### src/rtl/mem_port_arbiter.sv
// mem_port_arbiter
//   Shares one memory port between an instruction-fetch requester (0) and a
//   data load/store requester (1). Arbitration is round-robin and runs in the
//   IDLE slot that separates accesses. Each granted access holds the port
//   for exactly MEM_LAT cycles. The address is latched on the grant edge and
//   held stable until the access completes.
//
// Ports
//   clk            rising-edge system clock
//   reset          synchronous, active-low
//   req0 / addr0   requester 0 level request and address
//   req1 / addr1   requester 1 level request and address
//   gnt0 / gnt1    requester owns the port (one-hot or idle)
//   done0 / done1  one-cycle completion pulse, in the last access cycle
//   mem_en         memory access active
//   mem_addr       latched address of the granted requester
//   sel            steering select for the shared data path (0 = req0, 1 = req1)
//
// Every output comes from a flop. The flop inputs are derived from the
// next-state values, so the outputs line up exactly with the state register.

module mem_port_arbiter #(
  parameter int unsigned NBits   = 32,
  parameter int unsigned MEM_LAT = 2   // legal range 1..255
) (
  input  logic             clk,
  input  logic             reset,
  input  logic             req0,
  input  logic [NBits-1:0] addr0,
  input  logic             req1,
  input  logic [NBits-1:0] addr1,
  output logic             gnt0,
  output logic             gnt1,
  output logic             done0,
  output logic             done1,
  output logic             mem_en,
  output logic [NBits-1:0] mem_addr,
  output logic             sel
);

  typedef enum logic [1:0] {
    IDLE  = 2'd0,
    BUSY0 = 2'd1,
    BUSY1 = 2'd2
  } state_t;

  localparam logic [7:0] CNT_LOAD = 8'(MEM_LAT - 1);

  state_t           state, state_nxt;
  logic [7:0]       cnt, cnt_nxt;
  logic             last, last_nxt;
  logic [NBits-1:0] addr_nxt;
  logic             sel_nxt;

  always_comb begin
    state_nxt = state;
    cnt_nxt   = cnt;
    last_nxt  = last;
    addr_nxt  = mem_addr;
    sel_nxt   = sel;
    unique case (state)
      IDLE: begin
        // On a tie, the requester that was not granted last wins. 'last'
        // tracks the most recent grant, so a lone request also counts.
        if (req0 && (!req1 || last)) begin
          state_nxt = BUSY0;
          cnt_nxt   = CNT_LOAD;
          addr_nxt  = addr0;
          sel_nxt   = 1'b0;
          last_nxt  = 1'b0;
        end else if (req1) begin
          state_nxt = BUSY1;
          cnt_nxt   = CNT_LOAD;
          addr_nxt  = addr1;
          sel_nxt   = 1'b1;
          last_nxt  = 1'b1;
        end
      end
      BUSY0, BUSY1: begin
        if (cnt == '0) begin
          state_nxt = IDLE;
        end else begin
          cnt_nxt = cnt - 8'd1;
        end
      end
      default: state_nxt = IDLE;
    endcase
  end

  always_ff @(posedge clk) begin
    if (!reset) begin
      state    <= IDLE;
      cnt      <= '0;
      last     <= 1'b1;
      mem_addr <= '0;
      sel      <= 1'b0;
      gnt0     <= 1'b0;
      gnt1     <= 1'b0;
      done0    <= 1'b0;
      done1    <= 1'b0;
      mem_en   <= 1'b0;
    end else begin
      state    <= state_nxt;
      cnt      <= cnt_nxt;
      last     <= last_nxt;
      mem_addr <= addr_nxt;
      sel      <= sel_nxt;
      gnt0     <= (state_nxt == BUSY0);
      gnt1     <= (state_nxt == BUSY1);
      // The done pulse lands in the BUSY cycle whose count is zero. With
      // MEM_LAT=1 this is the grant cycle itself.
      done0    <= (state_nxt == BUSY0) && (cnt_nxt == '0);
      done1    <= (state_nxt == BUSY1) && (cnt_nxt == '0);
      mem_en   <= (state_nxt != IDLE);
    end
  end

endmodule
### config.mk
export PLATFORM = sky130hd
export DESIGN_NAME = mem_port_arbiter
export DESIGN_NICKNAME = d
export VERILOG_FILES = /design/src/rtl/mem_port_arbiter.sv
export SDC_FILE = /design/constraint.sdc
export NUM_CORES = 1
export LEC_CHECK = 0
export CELL_PAD_IN_SITES_DETAIL_PLACEMENT = 1
export CELL_PAD_IN_SITES_GLOBAL_PLACEMENT = 1
export CORE_ASPECT_RATIO = 0.75
export CORE_MARGIN = 3
export CORE_UTILIZATION = 33
export DETAILED_ROUTE_END_ITERATION = 8
export GPL_TIMING_DRIVEN = 0
export PLACE_DENSITY_LB_ADDON = 0.1
export SETUP_SLACK_MARGIN = 0.4
export SYNTH_ARGS = -nofsm -noshare
export SYNTH_HDL_FRONTEND = slang
export SYNTH_SLANG_ARGS = --single-unit
### constraint.sdc
create_clock -name clk -period 3.7 [get_ports clk]
set_input_delay 0.925 -clock clk [delete_from_list [all_inputs] [get_ports clk]]
set_output_delay 0.925 -clock clk [all_outputs]
set_load 0.02 [all_outputs]
**Word-level counts from Yosys, hierarchy flattened**

Index checks and enable logic that the tools add are counted.
W data, S select, Z words.

- Register bits: 49
- Input bits: 68

- Add/sub/neg operators: 1
- Equality and inequality tests: 4
- Muxes and demuxes: 12
- Reductions and logical operators: 12

Operators by type and width:

| cell | count |
|---|---|
| $mux W32 | 2 |
| $mux W8 | 3 |
| $logic_not A8 Y1 | 2 |
| $pmux W8 S2 | 1 |
| $sub A8 B1 Y8 const B | 1 |
| $mux W2 | 3 |
| $eq A2 B1 Y1 const B | 2 |
| $eq A2 B2 Y1 const B | 2 |
| $pmux W2 S2 | 1 |
| $reduce_bool A2 Y1 | 2 |
| $logic_and A1 B1 Y1 | 3 |
| $logic_not A2 Y1 | 1 |
| $mux W1 | 2 |
| $reduce_and A2 Y1 | 1 |
| $reduce_or A2 Y1 | 1 |
| $logic_not A1 Y1 | 1 |
| $logic_or A1 B1 Y1 | 1 |

**Logic depth before layout (Yosys ltp)**

- Depth after elaboration: 7
- Mapped depth: 8
- Mapped depth without buffers: 7

**Worst setup path after synthesis**

Ideal clock, no wire load.

- Path kind: input port to flip-flop
- From: in req0
- To: reg mem_addr[23]
- Setup time: 116 ps
- Data arrival time: 2034 ps
- Required time: 3584 ps
- Path slack: 1550 ps
- Stages on the path: 7
- Buffers on the path: 3
- Cell sequence: clkbuf_1 -> nor2_1 -> nor2b_1 -> clkbuf_1 -> clkbuf_1 -> nand2_1 -> o211a_1

- Cells in the longest elaborated chain, start to end: 3

RTL lines:

| item | line | RTL |
|---|---|---|
| start, declared | 28 | `input logic req0,` |
| $logic_and A1 B1 Y1 * | 65 | `if (req0 && (!req1 \|\| last)) begin` |
| $reduce_bool A2 Y1 (no source line) | n/a |  |
| $reduce_and A2 Y1 (no source line) | n/a |  |
| end signal, assigned | 106 | `mem_addr <= addr_nxt;` |
| end, declared | 37 | `output logic [NBits-1:0] mem_addr,` |

Every way passes the cells marked *; elsewhere a longest branch is shown, timed or not.
A chain may end at the register's enable or synchronous reset.

**Worst setup path in the final report**

- From: in req1
- To: reg mem_addr[28]

- Cells in the longest elaborated chain, start to end: 5

RTL lines:

| item | line | RTL |
|---|---|---|
| start, declared | 30 | `input logic req1,` |
| $logic_not A1 Y1 | 65 |  |
| $logic_or A1 B1 Y1 | 65 |  |
| $logic_and A1 B1 Y1 | 65 |  |
| $reduce_bool A2 Y1 (no source line) | n/a |  |
| $reduce_and A2 Y1 (no source line) | n/a |  |

Several ways; a longest one is shown, not always the timed one.

==> results by group <==
Synth
  • Average instance area after synthesis: roughly 9 um2
  • Number of flops mapped to enable cells by yosys: 0
  • Complex-gate fraction of the synthesized area: 0.222
  • Netlist area before placement: 2440 um2
  • Synthesis Warnings: 0
  • Share of async-settable or async-resettable flops after synthesis: 0
  • Ys flop type: dfxtp_1
  • Simple-gate area share of the yosys netlist: 0.170
  • Multiplexer share of the synthesized area: 0.143
  • Synthesized netlist net count: about 340
  • Gate count after technology mapping: approximately 270
  • Post-synthesis xor/xnor area fraction: 0
  • Sequential cell area fraction in the yosys report: 0.402
  • Adder and majority cell fraction of the synthesized area: 0.0205
  • Main combinational cell family by area after synthesis: compound AO/OA/AOI/OAI gates
  • Synthesized flop and latch total: 49
  • Unique cell type count in the Yosys netlist: 35

Worst setup path
  • Critical path class: in2reg
  • CP max stage delay: about 0.56 ns
  • Crit path arrival time: slightly below 3 ns
  • Master of the slowest instance on the critical path: clkdlybuf4s50_1
  • Setup slack of the worst register-to-register path: approximately 1.2 ns
  • Worst Path Max Fanout: 10
  • Startpoint type of the worst setup path: primary input
  • Type of element capturing the critical path: flop
  • Critical path required time: 3.90 ns
  • Cell-by-cell listing of the critical path: clkdlybuf4s50_1, inv_1, o21ai_1, buf_2, mux2i_1, nand2_1, o211a_1

Clock tree
  • Insertion delay to the later sink of the worst-skew pair: roughly 0.30 ns
  • Sink count of the clock tree: 49
  • H-tree depth reported by CTS: 2
  • Post-cts repair resize count: 0
  • Hold_buf cts: 0
  • Number of buffers on the longest clock path: 2
  • Worst-path clk slew: 0.09 ns
  • Post CTS Setup Buffer Count: 0
  • TritonCTS clock tree: built
  • Inserted Clock Buffers: 5
  • Root buffer selected by CTS: clkbuf_8

Worst hold path
  • Class of the worst hold path: reg2reg

Global route
  • Global-route wire length before repair: about 12000 um
  • Busiest metal layer after global routing: met2
  • Global routing usage on met1: 0.221
  • Met3 track utilization from global routing: 0.0627
  • GRT Total Usage: 0.179
  • Vias in the first global route: approximately 2500
  • Remaining global-route overflow: 0
  • Antenna violations before repair: 0
  • Global-route track usage on met2: 0.295
  • Pin count of the biggest net entering global routing: 15

Pwr
  • Total power divided by cell area: around 440 nW/um2
  • Clock share of power: 0.201
  • Internal: 1.06 mW
  • Lkg Pwr: between 1.5 and 2 nW
  • Sw Ratio: 0.345
  • Part of the total power dissipated in combinational logic: 0.397
  • Worst-case vdd ir drop: around 0.17 mV
  • Sequential share of power: 0.402
  • Sw Pwr: about 0.56 mW

STA
  • Tightest slew margin relative to the limit: 0.466
  • Max-slew violations: 0
  • Final critical-path required period: 2.73 ns
  • Setup TNS: 0 ns
  • Layout Skew: 0.00842 ns
  • Unrepaired setup endpoints after global routing: no
  • Post-route clock period utilization: 0.737
  • Worst-Margin Slew: around 0.79 ns
  • Peak Freq: between 0.3 and 0.4 GHz
  • Number of setup violations in the final report: 0
  • Final hold violations: 0

Floorplan
  • Die footprint: approximately 8500 um2
  • Initial Util: 0.349
  • Placeable core area: approximately 7000 um2
  • Number of rows in the core area: 26
  • Die Span X: between 100 and 150 um
  • Count of pins on the block boundary: around 110
  • Height of the die: between 80 and 90 um

Placed design
  • Port Buffers: just over 100
  • Placer Congestion: ~0.80
  • HPWL after DPL: around 5900 um
  • Placed cell areas: around 3600 um2

Final layout
  • Number of antenna cells inserted: 0
  • Most frequent cells in the layout: clkdlybuf4s50_1 (103), dfxtp_1 (49), nand2_1 (39)
  • Area of all placed cells without fillers: roughly 3700 um2
  • Total Nets Final: between 400 and 500
  • P&R area growth vs syn: 50.9%
  • Most frequent standard cell in the layout excluding fill and tap cells: clkdlybuf4s50_1
  • Fraction of final layout cells sized beyond drive strength 1: 0.0373

Drt
  • Iteration count of the initial detailed-routing pass: 4
  • Detailed-route wire length: 7490 um
  • Routed wire per std cell: 15.8 um
  • Antenna viol nets, final: 0
  • # DRC: 0
  • Detailed router's first-iteration violation count: 39
  • Via Count: 2400
  • Post-detailed-route via-to-cell ratio: slightly above 5

Run
  • Number of maximum-capacitance constraint violations: 0

Outcome
  • Result of the run: finished, final reports clean
cell families after synthesis:
logic type                 count (synthesis)
and+or+nand+nor                           84
AOI/OAI and AO/OA                         66
DFF                                       49
muxes                                     35
buffers and inverters                     27
adders and majority gates                  4
state kept, by name, indices dropped and copies added, names as in the netlist:
signal,count
done0,1
gnt0,1
last,1
gnt1,1
mem_addr,32
cnt,8
sel,1
done1,1
mem_en,1
state,2
per-stage QoR:
stage	utilization	instances	power, mW	hold slack [ns]	setup WS (ns)
6_report	0.527	473	1.63	0.505	0.972
5_1_grt	0.527	473	1.74	0.522	0.855
4_1_cts	0.527	473	1.65	0.509	0.967
3_5_place_dp	0.514	466	1.31	0.489	0.633
3_3_place_gp	0.514	466	1.29	0.478	0.729
2_1_floorplan	-	265	1.02	0.498	1.55
layout make-up:
| type | instances | area (um2) |
|---|---|---|
| Buffer | 19 | 75.1 |
| Clock buffer | 6 | 82.6 |
| Clock inverter | 1 | 7.51 |
| Fill cell | 836 | 3310 |
| Inverter | 8 | 30.0 |
| Multi-Input combinational cell | 189 | 1360 |
| Sequential cell | 49 | 981 |
| Tap cell | 98 | 123 |
| Timing Repair Buffer | 103 | 1030 |
power by group through the flow:
stage	logic [mW]	clock network (mW)	registers (mW)
3_3_place_gp	0.635	0	0.659
2_1_floorplan	0.294	0	0.730
5_1_grt	0.706	0.366	0.664
6_report	0.645	0.327	0.654
4_1_cts	0.653	0.339	0.654
3_5_place_dp	0.649	0	0.665
worst paths after layout:
kind | start | depth (start not counted) | end
setup reg to reg | cnt[0] | 7 | done1
setup / recovery | req1 | 7 | mem_addr[28]
hold / removal | mem_addr[27] | 1 | mem_addr[27]
hold reg to reg | mem_addr[27] | 1 | mem_addr[27]
worst max-delay path: cells and delay by family:
kind                   cells  cell delay, ns
buffers and inverters      3            1.04
AO/OA/AOI/OAI              2            0.63
multiplexers               1            0.25
AND/OR/NAND/NOR            1            0.08
metal layers:
metal	vias to the layer above	routed length, um
li1	1174	-
met1	1152	3360
met2	69	3480
met3	5	578
met4	0	63
met5	-	0
Yosys cell counts, drive strengths merged (2+ instances only):
cell,instances,share of area
inv,8,0.012
o211ai,2,0.0061
o211a,32,0.13
buf,4,0.0077
nor3b,5,0.015
nor3,2,0.0041
nand2b,2,0.0051
a22o,2,0.0072
or3b,2,0.0072
nand4,2,0.0051
o21ai,15,0.031
clkbuf,15,0.023
nor4,5,0.013
mux2i,35,0.14
dfxtp,49,0.40
and2,8,0.020
a32oi,2,0.0072
nor2b,4,0.010
and3,2,0.0051
a21oi,4,0.0082
a21o,2,0.0061
ha,4,0.020
nand3,2,0.0041
nor2,10,0.015
nand2,39,0.060
Note: power is estimated with default switching activity, not from simulation.
